`config.mk`:
```
export PLATFORM = sky130hd
export DESIGN_NAME = gpio_bus_arbiter
export DESIGN_NICKNAME = d
export VERILOG_FILES = /design/src/rtl/gpio_bus_arbiter.sv
export SDC_FILE = /design/constraint.sdc
export NUM_CORES = 1
export LEC_CHECK = 0
export BUFFER_PORTS_ARGS = -buffer_cell sky130_fd_sc_hd__buf_2
export CORE_AREA = 4 4 101 103
export DETAILED_ROUTE_END_ITERATION = 6
export DIE_AREA = 0 0 105 107
export SLEW_MARGIN = 40
export SYNTH_ARGS = -nofsm -noshare
export SYNTH_HDL_FRONTEND = slang
export SYNTH_SLANG_ARGS = --single-unit
export TNS_END_PERCENT = 10
```
`constraint.sdc`:
```
create_clock -name clk -period 4 [get_ports clk]
set_clock_uncertainty 0.05 [all_clocks]
set_input_delay 0.4 -clock clk [delete_from_list [all_inputs] [get_ports clk]]
set_output_delay 0.4 -clock clk [all_outputs]
set_load 0.005 [all_outputs]
```
`src/rtl/gpio_bus_arbiter.sv`:
```
// gpio_bus_arbiter: shares the GPIO register port between two masters (m0 = CPU
// load/store path, m1 = debug/pattern engine) and sequences each access, including
// the extra cycle needed for GPIO's registered read data.
//
// Build option: define GPIO_ARB_ADDR_CHECK_EN to range-check the winning address
// against MAX_ADDR. Out-of-range accesses never reach GPIO and complete through an
// ERR state with mN_err=1. Without the macro every address is forwarded and mN_err
// is tied low.
module gpio_bus_arbiter #(
    parameter int unsigned       ADDR_W     = 16,
    parameter int unsigned       DATA_W     = 32,
    parameter int unsigned       FIXED_PRIO = 0,
    parameter logic [ADDR_W-1:0] MAX_ADDR   = ADDR_W'(1)
) (
    input  logic              clk,
    input  logic              rst,
    // master 0
    input  logic              m0_req,
    input  logic [3:0]        m0_we,
    input  logic              m0_re,
    input  logic [ADDR_W-1:0] m0_addr,
    input  logic [DATA_W-1:0] m0_wdata,
    output logic              m0_ack,
    output logic [DATA_W-1:0] m0_rdata,
    output logic              m0_err,
    // master 1
    input  logic              m1_req,
    input  logic [3:0]        m1_we,
    input  logic              m1_re,
    input  logic [ADDR_W-1:0] m1_addr,
    input  logic [DATA_W-1:0] m1_wdata,
    output logic              m1_ack,
    output logic [DATA_W-1:0] m1_rdata,
    output logic              m1_err,
    // GPIO register port
    output logic              gpio_ce,
    output logic [3:0]        bus_we,
    output logic              bus_re,
    output logic [ADDR_W-1:0] bus_addr,
    output logic [DATA_W-1:0] bus_wdata,
    input  logic [DATA_W-1:0] bus_rdata
);

    typedef enum logic [1:0] {
`ifdef GPIO_ARB_ADDR_CHECK_EN
        ST_ERR    = 2'd3,
`endif
        ST_IDLE   = 2'd0,
        ST_ACCESS = 2'd1,
        ST_RDATA  = 2'd2
    } state_e;

    state_e state_q, state_d;
    // Granted master: 0 = m0, 1 = m1.
    logic   grant_q, grant_d;
    // Master that completed most recently; reset to m1 so m0 wins the first tie.
    logic   last_q, last_d;

    // Fields of the granted master's request (held stable by the master until ack).
    logic [3:0]        sel_we;
    logic              sel_re;
    logic [ADDR_W-1:0] sel_addr;
    logic [DATA_W-1:0] sel_wdata;
    logic              sel_is_read;

    // Arbitration result for the current IDLE cycle.
    logic              win;

    // Completion signals before steering to the granted master.
    logic              ack_c;
    logic [DATA_W-1:0] rdata_c;

`ifdef GPIO_ARB_ADDR_CHECK_EN
    logic              err_c;
    logic [ADDR_W-1:0] win_addr;
`else
    // MAX_ADDR only matters when the range check is built in.
    logic              unused_max_addr;
    assign unused_max_addr = ^MAX_ADDR;
`endif

    // Mux the granted master's request onto the internal select bus.
    always_comb begin
        sel_we    = m0_we;
        sel_re    = m0_re;
        sel_addr  = m0_addr;
        sel_wdata = m0_wdata;
        if (grant_q) begin
            sel_we    = m1_we;
            sel_re    = m1_re;
            sel_addr  = m1_addr;
            sel_wdata = m1_wdata;
        end
        // Any byte enable makes it a write; re alone makes it a read.
        sel_is_read = (sel_we == 4'b0000) && sel_re;
    end

    // Pick the winner: single requester wins, ties go to fixed m0 or to the
    // master that did not complete last.
    always_comb begin
        win = 1'b0;
        if (m0_req && m1_req) begin
            win = (FIXED_PRIO != 0) ? 1'b0 : ~last_q;
        end else if (m1_req) begin
            win = 1'b1;
        end
`ifdef GPIO_ARB_ADDR_CHECK_EN
        win_addr = win ? m1_addr : m0_addr;
`endif
    end

    // Next-state logic for the access sequencer and round-robin history.
    always_comb begin
        state_d = state_q;
        grant_d = grant_q;
        last_d  = last_q;
        unique case (state_q)
            ST_IDLE: begin
                if (m0_req || m1_req) begin
                    grant_d = win;
                    state_d = ST_ACCESS;
`ifdef GPIO_ARB_ADDR_CHECK_EN
                    if (win_addr > MAX_ADDR) begin
                        state_d = ST_ERR;
                    end
`endif
                end
            end
            ST_ACCESS: begin
                if (sel_is_read) begin
                    state_d = ST_RDATA;
                end else begin
                    state_d = ST_IDLE;
                    last_d  = grant_q;
                end
            end
            ST_RDATA: begin
                state_d = ST_IDLE;
                last_d  = grant_q;
            end
`ifdef GPIO_ARB_ADDR_CHECK_EN
            ST_ERR: begin
                state_d = ST_IDLE;
                last_d  = grant_q;
            end
`endif
            default: begin
                state_d = ST_IDLE;
            end
        endcase
    end

    // State, grant and round-robin history registers.
    always_ff @(posedge clk) begin
        if (rst) begin
            state_q <= ST_IDLE;
            grant_q <= 1'b0;
            last_q  <= 1'b1;
        end else begin
            state_q <= state_d;
            grant_q <= grant_d;
            last_q  <= last_d;
        end
    end

    // Decode bus drive and completion from the registered state.
    always_comb begin
        gpio_ce   = 1'b0;
        bus_we    = 4'b0000;
        bus_re    = 1'b0;
        bus_addr  = '0;
        bus_wdata = '0;
        ack_c     = 1'b0;
        rdata_c   = '0;
`ifdef GPIO_ARB_ADDR_CHECK_EN
        err_c     = 1'b0;
`endif
        unique case (state_q)
            ST_ACCESS: begin
                gpio_ce   = 1'b1;
                bus_we    = sel_we;
                bus_re    = sel_is_read;
                bus_addr  = sel_addr;
                bus_wdata = sel_wdata;
                // Writes complete here; GPIO captures at the end of this cycle.
                ack_c     = ~sel_is_read;
            end
            ST_RDATA: begin
                // GPIO read data is registered, so it appears one cycle after the strobe.
                gpio_ce   = 1'b1;
                bus_re    = 1'b1;
                bus_addr  = sel_addr;
                rdata_c   = bus_rdata;
                ack_c     = 1'b1;
            end
`ifdef GPIO_ARB_ADDR_CHECK_EN
            ST_ERR: begin
                ack_c     = 1'b1;
                err_c     = 1'b1;
            end
`endif
            default: begin
            end
        endcase
    end

    // Steer completion to the granted master only.
    assign m0_ack   = ack_c & ~grant_q;
    assign m1_ack   = ack_c &  grant_q;
    assign m0_rdata = m0_ack ? rdata_c : '0;
    assign m1_rdata = m1_ack ? rdata_c : '0;
`ifdef GPIO_ARB_ADDR_CHECK_EN
    assign m0_err   = err_c & ~grant_q;
    assign m1_err   = err_c &  grant_q;
`else
    assign m0_err   = 1'b0;
    assign m1_err   = 1'b0;
`endif

endmodule

```
=== Yosys cells after proc, flatten, opt, wreduce, memory -nomap -nowiden ===
Index checks and enable logic that the tools add are counted.
W data, S select, Z words.

* Register bits after elaboration: 4
* Input port bits: 142
* Word-level logic and storage cells: 41

* Equal/unequal tests: 4
* Muxes and demuxes: 20
* Bitwise operators: 5
* Reductions and logical operators: 9

{| class="wikitable"
|+ Operators with widths
! cell !! count
|-
| $mux W32 || 5
|-
| $mux W16 || 2
|-
| $mux W4 || 2
|-
| $pmux W1 S2 || 3
|-
| $mux W1 || 5
|-
| $logic_not A4 Y1 || 1
|-
| $mux W2 || 2
|-
| $ne A2 B2 Y1 const B || 2
|-
| $pmux W2 S2 || 1
|-
| $reduce_and A2 Y1 || 2
|-
| $not A1 Y1 || 3
|-
| $and A1 B1 Y1 || 2
|-
| $eq A2 B1 Y1 const B || 1
|-
| $eq A2 B2 Y1 const B || 1
|-
| $logic_and A1 B1 Y1 || 2
|-
| $logic_not A2 Y1 || 1
|-
| $reduce_bool A2 Y1 || 1
|-
| $reduce_or A2 Y1 || 1
|-
| $logic_or A1 B1 Y1 || 1
|}

=== Depth between registers and ports, before layout ===
Gate-level depths: netlist of the first run.

* Depth in word-level cells: 7
* Mapped depth: 6
* Mapped depth without buffers: 5

=== Least setup slack after synthesis of the first run ===
Ideal clock, no wire load.

* Path type: flip-flop to output port
* From: reg state_q[0]
* To: out m0_rdata[10]
* Data arrival time: 1,386 ps
* Data required time: 3,550 ps
* Setup slack: 2,164 ps
* Cell stages (with the launch flop): 7
* Path through: dfxtp_1 inv_1 ha_1 nand2_1 nor2_1 clkbuf_1 and2_1

* Word-level cells in the longest chain between the ends: 4

{| class="wikitable"
|+ Ends and longest elaborated chain
! element !! line !! RTL
|-
| from (decl) || 53 || <nowiki>state_e state_q, state_d;</nowiki>
|-
| from (signal assigned) || 160 || <nowiki>state_q <= state_d;</nowiki>
|-
| $eq A2 B2 Y1 or $eq A2 B1 Y1 (tied branches) || 178 || <nowiki>unique case (state_q)</nowiki>
|-
| $pmux W1 S2 || 178 ||
|-
| $and A1 B1 Y1 || 208 || <nowiki>assign m0_ack = ack_c & ~grant_q;</nowiki>
|-
| $mux W32 (*) || 210 || <nowiki>assign m0_rdata = m0_ack ? rdata_c : '0;</nowiki>
|-
| to (decl) || 24 || <nowiki>output logic [DATA_W-1:0] m0_rdata,</nowiki>
|}

Every way passes the cells marked *; elsewhere a longest branch is shown, timed or not.

=== Worst setup path after layout of the first run ===
* From: reg state_q[0]
* To: out m1_rdata[23]

* Word-level cells in the longest chain between the ends: 4

{| class="wikitable"
|+ Ends and longest elaborated chain
! element !! line !! RTL
|-
| $eq A2 B2 Y1 or $eq A2 B1 Y1 (tied branches) || 178 ||
|-
| $pmux W1 S2 || 178 ||
|-
| $and A1 B1 Y1 || 209 || <nowiki>assign m1_ack = ack_c & grant_q;</nowiki>
|-
| $mux W32 (*) || 211 || <nowiki>assign m1_rdata = m1_ack ? rdata_c : '0;</nowiki>
|-
| to (decl) || 33 || <nowiki>output logic [DATA_W-1:0] m1_rdata,</nowiki>
|}

Marks and branches as above.

==> results of run 1 <==
==> cells in the final DEF, fill, tap and decap left out, types with 2 or more instances in the layout <==
| master | synthesis | final |
|---|---|---|
| clkbuf_8 | 0 | 3 |
| nor2_1 | 5 | 5 |
| nor2b_1 | 53 | 53 |
| ha_1 | 3 | 3 |
| dfxtp_1 | 4 | 3 |
| conb_1 | 1 | 2 |
| a211oi_1 | 2 | 2 |
| nor3b_1 | 3 | 3 |
| nand2_1 | 5 | 5 |
| mux2i_1 | 53 | 53 |
| inv_1 | 2 | 2 |
| and2_1 | 64 | 64 |
| o21ai_0 | 2 | 2 |
| buf_2 | 2 | 261 |
| buf_4 | 7 | 3 |
==> worst max-delay path, stage by stage, from the launching register on <==
cell     delay, ps
dfxtp_1        340
inv_1           70
ha_1           710
and3_2         580
and2_1         220
buf_2          120
==> final cells by class <==
type / instances / area share
Inverter: 2 / 0.00241
Sequential cell: 4 / 0.0269
Timing Repair Buffer: 264 / 0.426
Multi-Input combinational cell: 205 / 0.486
Clock buffer: 4 / 0.0144
Tap cell: 111 / 0.0445
==> sequential cells by signal, indices dropped and copies added (netlist names) <==
name / count
state_q: 2
last_q: 1
grant_q: 1
==> final timing paths <==
kind             endpoint  depth (start not counted)
max          m1_rdata[23]                          5
min               grant_q                          2
min reg2reg       grant_q                          3
max reg2reg    state_q[1]                          4
==> routing by layer <==
metal	up-vias	part of all wire	global-route usage	wire [um]
met1	1088	0.37	0.138	3030
li1	1255	-	-	-
met3	2	0.11	0.0379	916
met5	-	0	0	0
met2	160	0.51	0.248	4120
met4	0	0.0077	0.0384	63
==> cell families after synthesis <==
logic type	count (synthesis)	synth area share
multiplexers	53	0.310
AO/OA/AOI/OAI	11	0.0504
AND/OR/NAND/NOR	136	0.497
adder cells (fa/ha/maj)	3	0.0219
other	1	0.00219
flip-flops	4	0.0468
buffers and inverters	23	0.0716
==> power by group <==
part	switching, mW	internal, mW	total (mW)
Sequential	0.0131	0.0431	0.0562
Combinational	0.0996	0.137	0.237
Clock	0.0217	0.0681	0.0898
==> metrics by stage <==
step / cell area [sq um] / hold slack, ps / cells / setup WS, ps
finish: 3120 / 374 / 590 / 1270
global route: 3120 / 394 / 590 / 1060
CTS: 3120 / 367 / 590 / 921
detailed placement: 3070 / 522 / 586 / 1150
global placement: 3070 / 506 / 586 / 1330
floorplan: 1720 / 422 / 232 / 2160
==> flow_summary_export.csv, run 1 <==
group,metric,value,unit
sta,slew_viol_final,0,
yosys,synth_top_cell_by_area,"mux2i_1",
yosys,syn-cell-area,0.00171,sq mm
yosys,ys_seq_area_frac,0.0467,
setup_path,worstReg2RegStart,"grant_q",
clock_tree,clock_path_buffers,2,
sta,maxSlewHeadroom,0.498,
power_and_ir_drop,finalPower,0.383,mW
detailed_routing,drtPass1Iterations,4,
placement,dpl.hpwl,7.07,mm
setup_path,path_class,"reg -> out",
floorplanning,dieHeight,107,um
yosys,ys_top_cells_by_area,"mux2i_1 (31%), and2_1 (23%), nor2b_1 (19%)",
floorplanning,placementRows,35,
cells_and_area,nFillCells,972,
clock_tree,cts_buffers,3,
detailed_routing,drt_wl_total,8.13,mm
detailed_routing,vias,2505,
power_and_ir_drop,p_per_area,123,mW/mm^2
sta,hold_viol,0,
clock_tree,clk_latency,220,ps
placement,portBuffers,261,
global_route,grt_pass1_vias,2475,
clock_tree,path_clk_slew,30,ps
yosys,synth_edf_count,0,
floorplanning,core,0.00920,sq mm
global_route,grt_pass1_wl,12.0,mm
cells_and_area,nets,625,
min_path,min_from,"rst",
setup_path,r2r_setup_slack,1950,ps
power_and_ir_drop,ir_drop,42.0,uV
detailed_routing,drt_iter0_drc,134,
setup_path,cp.arrival,2280,ps
cells_and_area,regArea,83.8,sq um
yosys,synth_top_area_frac,0.310,
setup_path,required,3550,ps
floorplanning,ios,264,
detailed_routing,post_drt_via_cell_ratio,4.25,
clock_tree,cts_resized,0,
clock_tree,ctsHoldBuffers,0,
sta,fin_setup_tns,0,ps
sta,finalSetupViolations,0,
floorplanning,fp.dieArea,0.0112,sq mm
yosys,synthTopCellsByCount,"and2_1 (64), mux2i_1 (53), nor2b_1 (53)",
detailed_routing,drtAntennaViolNets,0,
cells_and_area,multiInputGateArea,0.00152,sq mm
sta,rsz0062_at_grt,"false",
sta,fin_crit_sh,0.683,
sta,finalCriticalPeriod,2730,ps
cells_and_area,synthToLayoutAreaGrowth,82.1,%
yosys,syn_inst,231,
cells_and_area,post-route-util,0.339,
yosys,yosysWarningCount,0,
floorplanning,fp.dieW,105,um
detailed_routing,drc_errors,0,
yosys,synth_cell_types,29,
yosys,synth.most_common_cell,"and2_1",
setup_path,cp_max_fo,33,
status,outcome,"completed",
global_route,overflow,0,
setup_path,endpoint_kind,"primary output",
sta,worst_slew_pin_slew,743,ps
power_and_ir_drop,leakagePower,1.84,nW
cells_and_area,antenna_cells,0,
clock_tree,post_cts.repair.setup_buffers,0,
floorplanning,initial_core_util,0.186,
flow_run,drv_cap,0,
global_route,grt_max_degree,37,
setup_path,critPathLaunchType,"flop",
sta,max_freq,366,MHz
yosys,synth_seq_cells,4,
global_route,antenna_found_initial,0,
cells_and_area,layout-drive-gt1-share,0.566,
min_path,hp-class,"in -> reg",
global_route,grt_usage,0.130,
placement,gp_congestion,0.757,
yosys,avgSynthCellArea,7.42,sq um
clock_tree,htreeDepth,1,
setup_path,cp-startpoint,"state_q[0]",
detailed_routing,wl_per_cell,13.8,um
clock_tree,cts_tree,"yes",
clock_tree,cts_sinks,4,
yosys,synth-main-ff-cell,"dfxtp_1",
clock_tree,clock-root-buffer,"clkbuf_8",
yosys,async_reset_ff_frac,0,
No activity file was read; power rests on OpenSTA's default activity.
==> run 2, diff against run 1 <==
- clock period: 4 -> 2.3 ns (I/O delays scaled with it)
==> flow_summary_export.csv, run 2 (synthesis results as in run 1) <==
group,metric,value,unit
sta,finalSetupViolations,0,
floorplanning,placementRows,35,
clock_tree,path_clk_slew,30,ps
floorplanning,fp.dieW,105,um
detailed_routing,vias,2512,
setup_path,crit_path_end,"m0_ack",
min_path,hp-class,"in -> reg",
power_and_ir_drop,p_per_area,214,mW/mm^2
cells_and_area,final_common_cell,"buf_2",
setup_path,r2r_setup_slack,780,ps
clock_tree,cts_tree,"yes",
detailed_routing,drc_errors,0,
sta,rsz0062_at_grt,"false",
setup_path,worstReg2RegStart,"state_q[0]",
setup_path,cp.arrival,1870,ps
floorplanning,fp.dieArea,0.0112,sq mm
cells_and_area,top_register,"state_q",
floorplanning,core,0.00920,sq mm
setup_path,ff2ff_path_depth,5,
global_route,overflow,0,
cells_and_area,nets,628,
sta,hold_viol,0,
global_route,grt_usage,0.130,
global_route,grt_max_degree,38,
placement,gp_congestion,0.728,
cells_and_area,synthToLayoutAreaGrowth,84.3,%
flow_run,drv_cap,0,
cells_and_area,largest_register_ffs,2,
sta,finalCriticalPeriod,2150,ps
clock_tree,cts_buffers,3,
clock_tree,cts_sinks,4,
cells_and_area,layout-drive-gt1-share,0.566,
floorplanning,initial_core_util,0.186,
power_and_ir_drop,finalPower,0.675,mW
clock_tree,clock-root-buffer,"clkbuf_8",
floorplanning,dieHeight,107,um
global_route,grt_pass1_vias,2527,
status,outcome,"completed",
detailed_routing,wl_per_cell,13.6,um
clock_tree,htreeDepth,1,
detailed_routing,post_drt_via_cell_ratio,4.24,
power_and_ir_drop,leakagePower,1.86,nW
setup_path,endpoint_kind,"primary output",
setup_path,path_class,"reg -> out",
cells_and_area,antenna_cells,0,
global_route,grt_pass1_wl,12.1,mm
cells_and_area,reg.largest.list,"state_q: 2 flops, grant_q: 1 flops, last_q: 1 flops",
sta,max_freq,466,MHz
power_and_ir_drop,ir_drop,120,uV
setup_path,required,2020,ps
placement,portBuffers,261,
sta,slew_viol_final,0,
setup_path,cp-startpoint,"state_q[0]",
sta,worst_slew_pin_slew,566,ps
clock_tree,clock_path_buffers,2,
detailed_routing,drtPass1Iterations,4,
setup_path,regToRegEndpoint,"last_q",
setup_path,cp_max_fo,18,
floorplanning,ios,264,
sta,fin_crit_sh,0.934,
placement,dpl.hpwl,7.16,mm
clock_tree,clk_latency,220,ps
setup_path,critPathLaunchType,"flop",
detailed_routing,drtAntennaViolNets,0,
global_route,antenna_found_initial,0,
detailed_routing,drt_wl_total,8.08,mm
cells_and_area,final_cell_mix,"buf_2 (261), and2_1 (64), mux2i_1 (53), nor2b_1 (53)",
clock_tree,post_cts.repair.setup_buffers,0,
cells_and_area,post-route-util,0.343,
sta,maxSlewHeadroom,0.617,
detailed_routing,drt_iter0_drc,81,
sta,fin_setup_tns,0,ps
## run 2: cell count changes in the layout (fill, tap and decap cells not counted), sizes merged
| cell | change |
|---|---|
| buf | +3 |
## run 2: worst min-delay path by stage
stage | end | start | slack (ps) | depth (start not counted)
after floorplan | grant_q | rst | 250 | 1
after global placement | grant_q | rst | 430 | 2
after detailed placement | grant_q | rst | 430 | 2
after CTS | grant_q | rst | 200 | 2
after global routing | grant_q | rst | 200 | 2
final | grant_q | rst | 200 | 2
## run 2: timing repair
action,4_1_cts,5_1_grt
resized for setup,0,1
hold buffers,0,0
endpoints found under the setup margin,0,1
## run 2: power breakdown
group,internal [mW],switching (mW)
Clock,0.119,0.0425
Sequential,0.0750,0.00626
Combinational,0.243,0.190
Total,0.436,0.239
## run 2: metal layers
layer	global-route usage	routed length, um
met4	0.0366	103
met3	0.0313	791
met1	0.138	3000
met2	0.253	4180
met5	0	0
## run 2: per-stage QoR
stage	setup slack [ps]	instances	area (sq um)	hold slack (ps)
floorplan	634	232	1720	252
global placement	394	589	3110	427
detailed placement	360	589	3110	429
CTS	111	593	3150	196
global route	15.3	593	3160	200
finish	152	593	3160	205
## run 2: final cells by class
cell class | instances | area (sq um)
Tap cell | 111 | 139
Clock buffer | 4 | 45.0
Multi-Input combinational cell | 205 | 1510
Inverter | 2 | 7.51
Timing Repair Buffer | 267 | 1370
Fill cell | 995 | 6040
Sequential cell | 4 | 83.8
## run 2: critical path: stages, from the launching register on
cell	delay, ps
dfxtp_1	350
inv_1	70
ha_1	410
buf_6	190
nand2_1	80
a211o_1	220
o21ai_0	130
buf_2	180
==> run 3, diff against run 2 <==
--- a/constraint.sdc
+++ b/constraint.sdc
@@ -4,2 +4,2 @@
 set_output_delay 0.23 -clock clk [all_outputs]
-set_load 0.005 [all_outputs]
+set_load 0.01 [all_outputs]
==> flow_summary_export.csv, run 3 (synthesis results as in run 1) <==
group,metric,value,unit
setup_path,critPathLaunchType,"flop",
power_and_ir_drop,switchingPower,0.266,mW
cells_and_area,layout-drive-gt1-share,0.568,
floorplanning,fp.dieW,105,um
detailed_routing,drc_errors,0,
setup_path,crit_buf_inv,3,
detailed_routing,drtAntennaViolNets,0,
clock_tree,clk_latency,220,ps
floorplanning,initial_core_util,0.186,
placement,gp_congestion,0.722,
detailed_routing,vias,2520,
setup_path,cp-startpoint,"state_q[0]",
clock_tree,clock_path_buffers,2,
cells_and_area,top_register,"state_q",
placement,dp_cells,588,
detailed_routing,post_drt_via_cell_ratio,4.26,
setup_path,worstReg2RegStart,"state_q[0]",
setup_path,regToRegEndpoint,"last_q",
setup_path,crit_chain,"inv_1 -> ha_1 -> buf_4 -> nand2_1 -> a211o_1 -> o21ai_0 -> buf_2",
setup_path,path_class,"reg -> out",
sta,fin_crit_sh,0.898,
detailed_routing,drt_wl_total,8.10,mm
floorplanning,placementRows,35,
sta,finalCriticalPeriod,2070,ps
cells_and_area,synthToLayoutAreaGrowth,84.7,%
cells_and_area,nets,627,
setup_path,max_stage_delay,360,ps
cells_and_area,post-route-util,0.344,
sta,finalSetupViolations,0,
cells_and_area,antenna_cells,0,
sta,slew_viol_final,0,
sta,max_freq,484,MHz
clock_tree,clock-root-buffer,"clkbuf_8",
status,outcome,"completed",
sta,rsz0062_at_grt,"false",
min_path,holdPathStages,2,
detailed_routing,drt_iter0_drc,64,
clock_tree,cts_tree,"yes",
setup_path,endpoint_kind,"primary output",
cells_and_area,final_common_cell,"buf_2",
cells_and_area,multiInputGateArea,0.00152,sq mm
placement,dpl.hpwl,7.15,mm
power_and_ir_drop,clkPwrFrac,0.228,
sta,hold_viol,0,
clock_tree,cts_sinks,4,
detailed_routing,drtPass1Iterations,4,
global_route,grt_pass1_wl,12.1,mm
setup_path,ff2ff_path_depth,6,
power_and_ir_drop,power_frac_comb,0.645,
cells_and_area,final_cell_mix,"buf_2 (261), and2_1 (64), mux2i_1 (53), nor2b_1 (53)",
setup_path,critical-path-top-delay-family,"buffers and inverters",
cells_and_area,regArea,83.8,sq um
floorplanning,dieHeight,107,um
sta,fin_setup_tns,0,ps
clock_tree,htreeDepth,1,
setup_path,cpMaxStageDelayCell,"dfxtp_1",
flow_run,drv_cap,0,
power_and_ir_drop,ir_drop,151,uV
cells_and_area,largest_register_ffs,2,
global_route,antenna_found_initial,1,
setup_path,cp.arrival,1790,ps
clock_tree,post_cts.repair.setup_buffers,0,
power_and_ir_drop,switching_share,0.378,
cells_and_area,finalNonFillerCells,592,
global_route,grt_pass1_vias,2465,
floorplanning,ios,264,
setup_path,cp_max_fo,23,
clock_tree,ctsHoldBuffers,0,
sta,whs,202,ps
floorplanning,core,0.00920,sq mm
power_and_ir_drop,p_per_area,222,mW/mm^2
clock_tree,path_clk_slew,40,ps
clock_tree,cts_resized,0,
placement,portBuffers,261,
min_path,hp-class,"in -> reg",
min_path,min_from,"rst",
floorplanning,fp.dieArea,0.0112,sq mm
cells_and_area,reg.largest.list,"state_q: 2 flops, grant_q: 1 flops, last_q: 1 flops",
power_and_ir_drop,pwr-share-seq,0.127,
power_and_ir_drop,p_int,0.438,mW
setup_path,r2r_setup_slack,700,ps
clock_tree,cts_buffers,3,
global_route,grt_usage,0.128,
detailed_routing,wl_per_cell,13.7,um
setup_path,required,2020,ps
global_route,overflow,0,
power_and_ir_drop,leakagePower,1.86,nW
cells_and_area,nFillCells,987,
global_route,grt_max_degree,44,
min_path,holdPathEnd,"grant_q",
-- run 3: power groups by stage --
| stage | registers (mW) | logic [mW] | clock network [mW] |
|---|---|---|---|
| after floorplan | 0.0787 | 0.251 | 0 |
| after global placement | 0.0900 | 0.449 | 0 |
| after detailed placement | 0.0906 | 0.458 | 0 |
| after CTS | 0.0896 | 0.459 | 0.165 |
| after global routing | 0.0916 | 0.498 | 0.171 |
| final | 0.0894 | 0.454 | 0.160 |
-- run 3: per-layer routing --
layer / vias to the layer above / wire length, um / track usage
met5: - / 20 / 0
met4: 2 / 62 / 0.0281
met3: 6 / 841 / 0.0313
met2: 168 / 4060 / 0.243
met1: 1081 / 3120 / 0.145
li1: 1263 / - / -
-- run 3: worst register-to-register path, delay by kind of cell, from the launching register on --
family	cells	cell delay [ps]
fa+ha+maj	1	310
flops	1	360
buf+inv	2	290
simple gates	1	180
mux	1	100
compound gates	1	200
-- run 3: final cells by class --
type                            count  share of cell area
Tap cell                          111              0.0439
Multi-Input combinational cell    205               0.480
Sequential cell                     4              0.0265
Inverter                            2             0.00237
Timing Repair Buffer              266               0.433
Clock buffer                        4              0.0142
-- run 3: how the worst max path moves through the flow --
stage              endpoint  slack [ps]  cells after the start
3_5_place_dp         m0_ack         450                      7
3_3_place_gp         m0_ack         430                      7
5_1_grt              m0_ack          70                      7
4_1_cts              m0_ack         210                      7
2_1_floorplan  bus_addr[10]         540                      5
6_report             m0_ack         230                      7
-- run 3: metrics by stage --
step	instance area (sq um)	total power, mW	setup slack (ps)
3_3_place_gp	3110	0.539	429
2_1_floorplan	1720	0.330	544
4_1_cts	3160	0.713	208
5_1_grt	3160	0.761	66.6
6_report	3160	0.704	234
3_5_place_dp	3110	0.548	446
